## src/rtl/if_fetch_stage.sv

```systemverilog
// MIPS-style instruction fetch: pre-IF computes nextpc and issues the SRAM read,
// IF holds the fetched pc/instruction and applies delayed-branch redirects.
module if_fetch_stage #(
  parameter logic [31:0] RESET_PC = 32'hbfc00000
) (
  input  logic        clk,
  input  logic        reset,
  input  logic        ds_allowin,
  input  logic [33:0] br_bus,
  output logic        fs_to_ds_valid,
  output logic [63:0] fs_to_ds_bus,
  output logic        inst_sram_en,
  output logic [3:0]  inst_sram_wen,
  output logic [31:0] inst_sram_addr,
  output logic [31:0] inst_sram_wdata,
  input  logic [31:0] inst_sram_rdata
);

  typedef struct packed {
    logic        stall;
    logic        taken;
    logic [31:0] target;
  } br_bus_t;

  br_bus_t     w_br;
  logic        w_to_fs_valid, w_fs_ready_go, w_fs_allowin, w_issue, w_br_live;
  logic [31:0] w_seq_pc, w_nextpc, w_fs_inst;

  logic        r_fs_valid, r_br_pend_valid, r_slot_owed, r_inst_buf_valid, r_issued;
  logic [31:0] r_fs_pc, r_br_pend_target, r_inst_buf;

  assign w_br          = br_bus_t'(br_bus);
  assign w_to_fs_valid = !reset && !w_br.stall;
  assign w_fs_ready_go = 1'b1;
  assign w_fs_allowin  = !r_fs_valid || (w_fs_ready_go && ds_allowin);
  assign w_issue       = w_to_fs_valid && w_fs_allowin;
  assign w_seq_pc      = r_fs_pc + 32'd4;
  // A branch counts only when not stalled and no earlier redirect is outstanding.
  assign w_br_live     = w_br.taken && !w_br.stall && !r_br_pend_valid;

  always_comb begin
    w_nextpc = w_seq_pc;
    if (r_slot_owed)                  w_nextpc = w_seq_pc;
    else if (r_br_pend_valid)         w_nextpc = r_br_pend_target;
    else if (w_br_live && r_fs_valid) w_nextpc = w_br.target;
  end

  assign w_fs_inst       = r_inst_buf_valid ? r_inst_buf : inst_sram_rdata;
  assign fs_to_ds_valid  = r_fs_valid && w_fs_ready_go;
  assign fs_to_ds_bus    = {w_fs_inst, r_fs_pc};
  assign inst_sram_en    = w_issue;
  assign inst_sram_wen   = 4'h0;
  assign inst_sram_addr  = w_nextpc;
  assign inst_sram_wdata = 32'h0;

  always_ff @(posedge clk) begin
    if (reset) begin
      r_fs_valid       <= 1'b0;
      r_fs_pc          <= RESET_PC - 32'd4;
      r_br_pend_valid  <= 1'b0;
      r_br_pend_target <= 32'h0;
      r_slot_owed      <= 1'b0;
      r_inst_buf_valid <= 1'b0;
      r_inst_buf       <= 32'h0;
      r_issued         <= 1'b0;
    end else begin
      r_issued <= w_issue;

      if (w_issue) begin
        r_fs_valid <= 1'b1;
        r_fs_pc    <= w_nextpc;
      end else if (w_fs_allowin) begin
        r_fs_valid <= 1'b0;
      end

      // With IF empty, the same-cycle fetch is the delay slot; owe it only if none issues.
      if (w_issue && r_slot_owed)
        r_slot_owed <= 1'b0;
      else if (w_br_live && !r_fs_valid && !w_issue)
        r_slot_owed <= 1'b1;

      if (w_br_live && !(r_fs_valid && w_issue)) begin
        r_br_pend_valid  <= 1'b1;
        r_br_pend_target <= w_br.target;
      end else if (w_issue && !r_slot_owed && r_br_pend_valid) begin
        r_br_pend_valid  <= 1'b0;
      end

      if (r_fs_valid && ds_allowin) begin
        r_inst_buf_valid <= 1'b0;
      end else if (r_issued && r_fs_valid && !r_inst_buf_valid) begin
        r_inst_buf_valid <= 1'b1;
        r_inst_buf       <= inst_sram_rdata;
      end
    end
  end

endmodule

```

## config.mk

```make
export PLATFORM = sky130hd
export DESIGN_NAME = if_fetch_stage
export DESIGN_NICKNAME = d
export VERILOG_FILES = /design/src/rtl/if_fetch_stage.sv
export SDC_FILE = /design/constraint.sdc
export NUM_CORES = 1
export LEC_CHECK = 0
export BUFFER_PORTS_ARGS = -buffer_cell sky130_fd_sc_hd__buf_2
export CAP_MARGIN = 10
export CORE_AREA = 5 5 111 113
export CTS_BUF_LIST = sky130_fd_sc_hd__clkbuf_8
export DETAILED_ROUTE_END_ITERATION = 7
export DIE_AREA = 0 0 116 118
export PLACE_DENSITY_LB_ADDON = 0.2
export SYNTH_ARGS = -nofsm -noshare
export SYNTH_HDL_FRONTEND = slang
export SYNTH_SLANG_ARGS = --single-unit
```

## constraint.sdc

```tcl
create_clock -name clk -period 2.2 [get_ports clk]
set_clock_uncertainty 0.05 [all_clocks]
set_input_delay 0.11 -clock clk [delete_from_list [all_inputs] [get_ports clk]]
set_output_delay 0.11 -clock clk [all_outputs]
set_load 0.01 [all_outputs]
```

==> results.json, run 1 <==
{
  "area_growth_pct": 40.56,
  "synth_edf_count": 0,
  "synth_compound_area_frac": 0.2018,
  "cts_tree": "yes",
  "highest_layer": "met4",
  "wl_per_cell_um": 17.28,
  "finalMaxSlewViolations": 0,
  "setup_viol_count_final": 8,
  "post-route-period-util": 1.051,
  "layout.nets": 1022,
  "wl_met2_mm": 9.364,
  "fin_crit_ps": 2313,
  "rr_worst_depth": 10,
  "vias_per_cell": 5.604,
  "startpoint_type": "flip-flop",
  "ys_ff_latch": 101,
  "cp-end-kind": "output pin",
  "yosys.area_share.xor_xnor": 0.03996,
  "dr.pass1.iters": 5,
  "dr_wl_met3_mm": 1.557,
  "arrival_ps": 2150,
  "cts.path.max_buffers": 2,
  "worst_pin_slew_ps": 1044,
  "fin_ws_ps": -113.3,
  "m1WireLength_mm": 7.532,
  "yosys_warnings": 0,
  "worstHoldStart": "br_bus[33]",
  "cp_top_family": "buffers and inverters",
  "synth_area_leaders": "dfxtp_1 35%, mux2_2 6.3%, mux2i_1 5.8%",
  "slew_headroom": 0.3039,
  "diodes": 0,
  "crit_type": "flip-flop to output pin",
  "coreArea_sq_mm": 0.01122,
  "ios": 203,
  "fillers": 875,
  "final_layout_size_suffix_gt1_frac": 0.3605,
  "critPathBufInv": 4,
  "path_cells": "nand4_4 -> buf_4 -> nor4_4 -> buf_4 -> buf_4 -> nand4_1 -> xnor2_1 -> a2bb2oi_1 -> buf_2",
  "async_flop_share": 0,
  "hold_path_class": "input port to flip-flop",
  "cts.htree.levels": 3,
  "hold_viol": 0,
  "synth.top_cell.area_share": 0.3549,
  "clockRootBuffer": "clkbuf_8",
  "total_leakage_power_nw": 3.584,
  "reg2reg_slack_ps": -20,
  "holdPathStages": 3,
  "portBuffers": 166,
  "syn_area_sq_mm": 0.005698,
  "grt_setup_unrepaired": "yes",
  "stdcell_area_sq_mm": 0.008009,
  "cp_max_fo": 7,
  "cpMostUsedCell": "buf_4",
  "die-area_sq_mm": 0.01369,
  "ff_latch_area_sq_mm": 0.002062,
  "maxCapViolations": 0,
  "synthMuxAreaShare": 0.1212,
  "synth_seq_area_share": 0.3549,
  "reg2reg_to": "r_fs_pc[24]$_SDFFE_PP1N_",
  "synth_top_family_by_area": "compound AO/OA/AOI/OAI gates",
  "cp.required_ps": 2040,
  "p_total_w": 0.005192,
  "wl_mm": 19.01,
  "violations": "setup timing",
  "die_x_um": 116,
  "synth_fa_ha_area_frac": 0.002196,
  "cp_slowest_stage_delay_ps": 360,
  "first_global_vias": 6041,
  "clock_sinks": 101,
  "finalNonFillerCells": 1100,
  "globalplace.congestion": 0.9022,
  "place_area_sq_mm": 0.006710,
  "drc": 0,
  "cts.clk_slew.worst_paths_ps": 90,
  "vias": 6164,
  "grt-ovfl-total": 0,
  "drtIter0Drc": 455,
  "powerDensity_mw_per_mm2": 648.3,
  "fin_setup_tns_ps": -474.9,
  "synth.avg_cell_area_sq_um": 8.246,
  "ant_nets": 0,
  "yosys.area_share.simple": 0.1893,
  "crit-reg2reg-launch": "r_fs_pc[18]$_SDFFE_PP1N_",
  "grt_max_degree": 56,
  "ys_types": 59,
  "multi_input_area_sq_mm": 0.003511,
  "start_util": 0.5077,
  "synth_cells": 691,
  "cts_buffers": 9,
  "worstHoldEndpoint": "fs_to_ds_valid$_SDFFE_PP0P_",
  "yosys.area.top_type": "dfxtp_1",
  "slowest_stage": "dfxtp_2",
  "ir_drop_uv": 403.2,
  "max_freq_mhz": 432.3,
  "antenna_found_initial": 0,
  "dpl.cell_count": 993,
  "die_y_um": 118,
  "clock_latency_ps": 380,
  "grt_pass1_wl_mm": 29.77,
  "synth_top_flop_cell": "dfxtp_1",
  "dp_hpwl_mm": 12.63,
  "status": "finished, violations left",
  "rows": 39,
  "grt_util_all_layers": 0.2670
}
power by group:
group          switching (W)  internal (W)  total (W)
registers          0.0000989       0.00195    0.00204
logic                0.00105      0.000922    0.00197
clock network       0.000656      0.000520    0.00118
cells in the mapped netlist, types with 2 or more instances:
| cell type | instances |
|---|---|
| dfxtp_1 | 101 |
| nand2_1 | 87 |
| nor2_1 | 66 |
| a21oi_1 | 65 |
| buf_4 | 36 |
| clkbuf_1 | 36 |
| mux2i_1 | 33 |
| mux2_2 | 32 |
| o21ai_0 | 21 |
| o22ai_1 | 20 |
| xnor2_1 | 20 |
| o22a_1 | 19 |
| inv_1 | 14 |
| a22oi_1 | 13 |
| and3_1 | 13 |
| a2bb2oi_1 | 10 |
| nand3_1 | 10 |
| nor3_1 | 9 |
| buf_2 | 8 |
| nand4_1 | 6 |
| or3_1 | 6 |
| xor2_1 | 6 |
| o21a_1 | 5 |
| nand2b_1 | 4 |
| a221oi_1 | 3 |
| and4_1 | 3 |
| buf_1 | 3 |
| a211oi_1 | 2 |
| a41o_1 | 2 |
| and2_1 | 2 |
| nor2b_1 | 2 |
| nor3_4 | 2 |
| nor4_4 | 2 |
| o211a_1 | 2 |
| o21ai_1 | 2 |
| o2bb2ai_1 | 2 |
| o32a_1 | 2 |
sequential cells by signal, summed over array words and instances, names as in the netlist:
| register | count |
|---|---|
| r_inst_buf_valid | 1 |
| fs_to_ds_valid | 1 |
| r_fs_pc | 32 |
| r_issued | 1 |
| r_br_pend_target | 32 |
| r_br_pend_valid | 1 |
| r_inst_buf | 32 |
| r_slot_owed | 1 |
area by class of cell:
type                            count  area share
Tap cell                          143     0.02234
Timing Repair Buffer              298      0.2506
Clock inverter                      7    0.008280
Sequential cell                   101      0.2575
Clock buffer                        9     0.01547
Inverter                           15    0.007499
Multi-Input combinational cell    527      0.4384
stage by stage:
stage / utilization / hold slack [ps] / setup slack, ps
floorplan: - / 161.1 / 111.7
global placement: 0.5979 / 305.1 / 150.0
detailed placement: 0.5979 / 315.6 / 129.1
CTS: 0.6948 / 25.32 / -70.41
global route: 0.7136 / 49.10 / -202.5
finish: 0.7136 / 36.34 / -113.3
worst min-delay path: stages:
cell	delay [ps]
buf_2	130
nor2b_1	140
nor2_1	40
repair_timing:
item                                    CTS  global route
endpoints found under the setup margin   20            28
setup buffers                            14            12
resized for setup                        44            30
hold buffers                             65             0
cloned                                    1             0
pin swaps                                20            28
endpoints found under the hold margin    65             0
cell families (layout without fill, tap and decap cells):
family	count (synthesis)	after routing
AND/OR/NAND/NOR	222	222
AO/OA/AOI/OAI	177	177
flip-flops	101	101
buffers and inverters	98	329
multiplexers	65	65
XOR/XNOR	26	26
adder cells (fa/ha/maj)	1	1
other	1	36
placed cells by master, fill, tap and decap left out, types with 8 or more instances in the layout:
cell type / count
dlygate4sd3_1: 65
o21ai_0: 20
nand2_1: 83
dfxtp_2: 11
nor2_1: 60
mux2i_1: 33
buf_4: 62
conb_1: 36
o22a_1: 19
mux2_2: 32
buf_2: 166
inv_1: 13
and3_1: 8
a21oi_1: 64
a2bb2oi_1: 10
o22ai_1: 18
a22oi_1: 12
dfxtp_1: 83
xnor2_1: 17
clkbuf_8: 9
worst max path at each step:
stage / slack (ps) / to / cells after the start / startpoint
2_1_floorplan: 110 / r_fs_pc[24]$_SDFFE_PP1N_ / 7 / r_fs_pc[2]$_SDFFE_PP1N_
3_3_place_gp: 150 / inst_sram_addr[17] / 6 / r_fs_pc[2]$_SDFFE_PP1N_
3_5_place_dp: 130 / inst_sram_addr[17] / 6 / r_fs_pc[2]$_SDFFE_PP1N_
4_1_cts: -70 / inst_sram_addr[26] / 6 / r_fs_pc[15]$_SDFFE_PP1N_
5_1_grt: -200 / inst_sram_addr[27] / 6 / r_fs_pc[18]$_SDFFE_PP1N_
6_report: -110 / inst_sram_addr[24] / 9 / r_fs_pc[18]$_SDFFE_PP1N_
per-layer routing:
metal  global-route usage  vias to the layer above
met4              0.09862                        0
met2               0.4604                      288
met3              0.05604                       46
met5                    0                        -
met1               0.3220                     2925
li1                     -                     2905
No activity file was read; power rests on OpenSTA's default activity.
==> run 2, diff against run 1 <==
--- a/config.mk
+++ b/config.mk
@@ -12,6 +12,7 @@
 export DETAILED_ROUTE_END_ITERATION = 7
 export DIE_AREA = 0 0 116 118
 export PLACE_DENSITY_LB_ADDON = 0.2
+export SKIP_CTS_REPAIR_TIMING = 1
 export SYNTH_ARGS = -nofsm -noshare
 export SYNTH_HDL_FRONTEND = slang
 export SYNTH_SLANG_ARGS = --single-unit
==> run 2 against run 1 <==
Compared with the run above:
- the flow finishes with violations (hold timing, setup timing)
- cell area down 1.5%
- cell count down 0.91%
- maximum frequency up 0.19%
- critical path depth down 3
- sequential share of layout area up 0.37 points
- worst hold slack worse by 83 ps
==> results.json, run 2 (synthesis results as in run 1) <==
{
  "vias_per_cell": 5.567,
  "layout_common_cells": "166 x buf_2, 85 x nand2_1, 83 x dfxtp_1, 63 x dlygate4sd3_1",
  "path_cells": "nand4_4 -> or4_4 -> nor4_4 -> xnor2_1 -> a21oi_2 -> buf_2",
  "rr_worst_depth": 6,
  "holdPathStages": 3,
  "rows": 39,
  "violations": "hold timing, setup timing",
  "hold_path_class": "input port to flip-flop",
  "stdcell_area_sq_mm": 0.007886,
  "ir_drop_uv": 424.5,
  "clockRootBuffer": "clkbuf_8",
  "vias": 6068,
  "wl_mm": 18.73,
  "grt-ovfl-total": 0,
  "diodes": 0,
  "grt_pass1_wl_mm": 26.86,
  "grt_max_degree": 56,
  "pre_cts_slack_ps": 129.1,
  "fillers": 902,
  "fin_crit_ps": 2309,
  "first_global_vias": 5402,
  "final_layout_size_suffix_gt1_frac": 0.3516,
  "wl_per_cell_um": 17.18,
  "crit_type": "flip-flop to output pin",
  "antenna_found_initial": 0,
  "cts.path.max_buffers": 2,
  "crit-reg2reg-launch": "fs_to_ds_valid$_SDFFE_PP0P_",
  "cts.clk_slew.worst_paths_ps": 90,
  "arrival_ps": 2150,
  "post-route-period-util": 1.050,
  "dr.pass1.iters": 5,
  "slew_headroom": 0.2930,
  "ff_latch_area_sq_mm": 0.002059,
  "area_growth_pct": 38.41,
  "grt_util_all_layers": 0.2422,
  "cp.required_ps": 2040,
  "drc": 0,
  "clock_sinks": 101,
  "dp_hpwl_mm": 12.63,
  "portBuffers": 166,
  "setup_viol_count_final": 6,
  "startpoint_type": "flip-flop",
  "coreArea_sq_mm": 0.01122,
  "cts_buffers": 9,
  "reg2reg_to": "r_fs_pc[28]$_SDFFE_PP1N_",
  "die_y_um": 118,
  "cp_slowest_stage_delay_ps": 610,
  "ios": 203,
  "clock_latency_ps": 370,
  "layout_commonest_cell": "buf_2",
  "holdWs_ps": -46.79,
  "status": "finished, violations left",
  "fin_util": 0.7027,
  "finalMaxSlewViolations": 0,
  "worst_pin_slew_ps": 1061,
  "start_util": 0.5077,
  "fin_ws_ps": -108.9,
  "die_x_um": 116,
  "globalplace.congestion": 0.9022,
  "max_freq_mhz": 433.1,
  "total_leakage_power_nw": 3.531,
  "layout.nets": 1012,
  "top_regs": "r_br_pend_target x32, r_fs_pc x32, r_inst_buf x32",
  "place_area_sq_mm": 0.006710,
  "hold_viol": 2,
  "cts_tree": "yes",
  "p_total_w": 0.005081,
  "reg2reg_slack_ps": 230,
  "cts.htree.levels": 3,
  "ant_nets": 0,
  "worstHoldStart": "br_bus[16]",
  "maxCapViolations": 0,
  "cp-end-kind": "output pin",
  "grt_setup_unrepaired": "yes",
  "worstHoldEndpoint": "r_br_pend_target[16]$_SDFFE_PP0P_",
  "slowest_stage": "or4_4",
  "drtIter0Drc": 416,
  "multi_input_area_sq_mm": 0.003467,
  "cp_max_fo": 5,
  "die-area_sq_mm": 0.01369,
  "powerDensity_mw_per_mm2": 644.3
}
-- run 2: cell count changes in the layout (fill, tap and decap cells not counted), sizes merged --
cell / before / now
buf: 233 / 225
dlygate4sd3: 65 / 63
-- run 2: final cells by class --
cell class | instances | area share
clock buffer | 9 | 0.01571
clock inverter | 7 | 0.008409
inverter | 15 | 0.007615
multi-input combinational | 527 | 0.4396
sequential | 101 | 0.2611
tap | 143 | 0.02269
timing repair buffer | 288 | 0.2448
-- run 2: how the worst max path moves through the flow --
stage / from / endpoint / slack, ps / depth (start not counted)
after floorplan: r_fs_pc[2]$_SDFFE_PP1N_ / r_fs_pc[24]$_SDFFE_PP1N_ / 110 / 7
after global placement: r_fs_pc[2]$_SDFFE_PP1N_ / inst_sram_addr[17] / 150 / 6
after detailed placement: r_fs_pc[2]$_SDFFE_PP1N_ / inst_sram_addr[17] / 130 / 6
after CTS: r_fs_pc[2]$_SDFFE_PP1N_ / inst_sram_addr[17] / -300 / 6
after global routing: r_fs_pc[15]$_SDFFE_PP1N_ / inst_sram_addr[27] / -250 / 6
final: r_fs_pc[15]$_SDFFE_PP1N_ / inst_sram_addr[27] / -110 / 6
-- run 2: metrics by stage --
step	instances	TNS, ps
final	1090	-478.7
after global routing	1090	-1440
after CTS	1009	-3731
after detailed placement	993	0
after global placement	993	0
after floorplan	726	0
-- run 2: power by group --
part           switching [W]  internal (W)  total, W
clock               0.000653      0.000520   0.00117
sequential          0.000105       0.00195   0.00205
combinational       0.000991      0.000866   0.00186
-- run 2: metal layers --
| layer | GRT usage | vias to the layer above | part of all wire |
|---|---|---|---|
| li1 | - | 2889 | - |
| met1 | 0.3062 | 2889 | 0.40 |
| met2 | 0.4050 | 254 | 0.49 |
| met3 | 0.05193 | 36 | 0.079 |
| met4 | 0.08122 | 0 | 0.026 |
| met5 | 0 | - | 0 |
-- run 2: critical path, delay by kind of cell, from the launching register on --
family	cells	cell delay [ps]
buffers and inverters	1	140
xor gates and xnor gates	1	170
AOI/OAI and AO/OA	1	60
DFF	1	360
and+or+nand+nor	3	1050
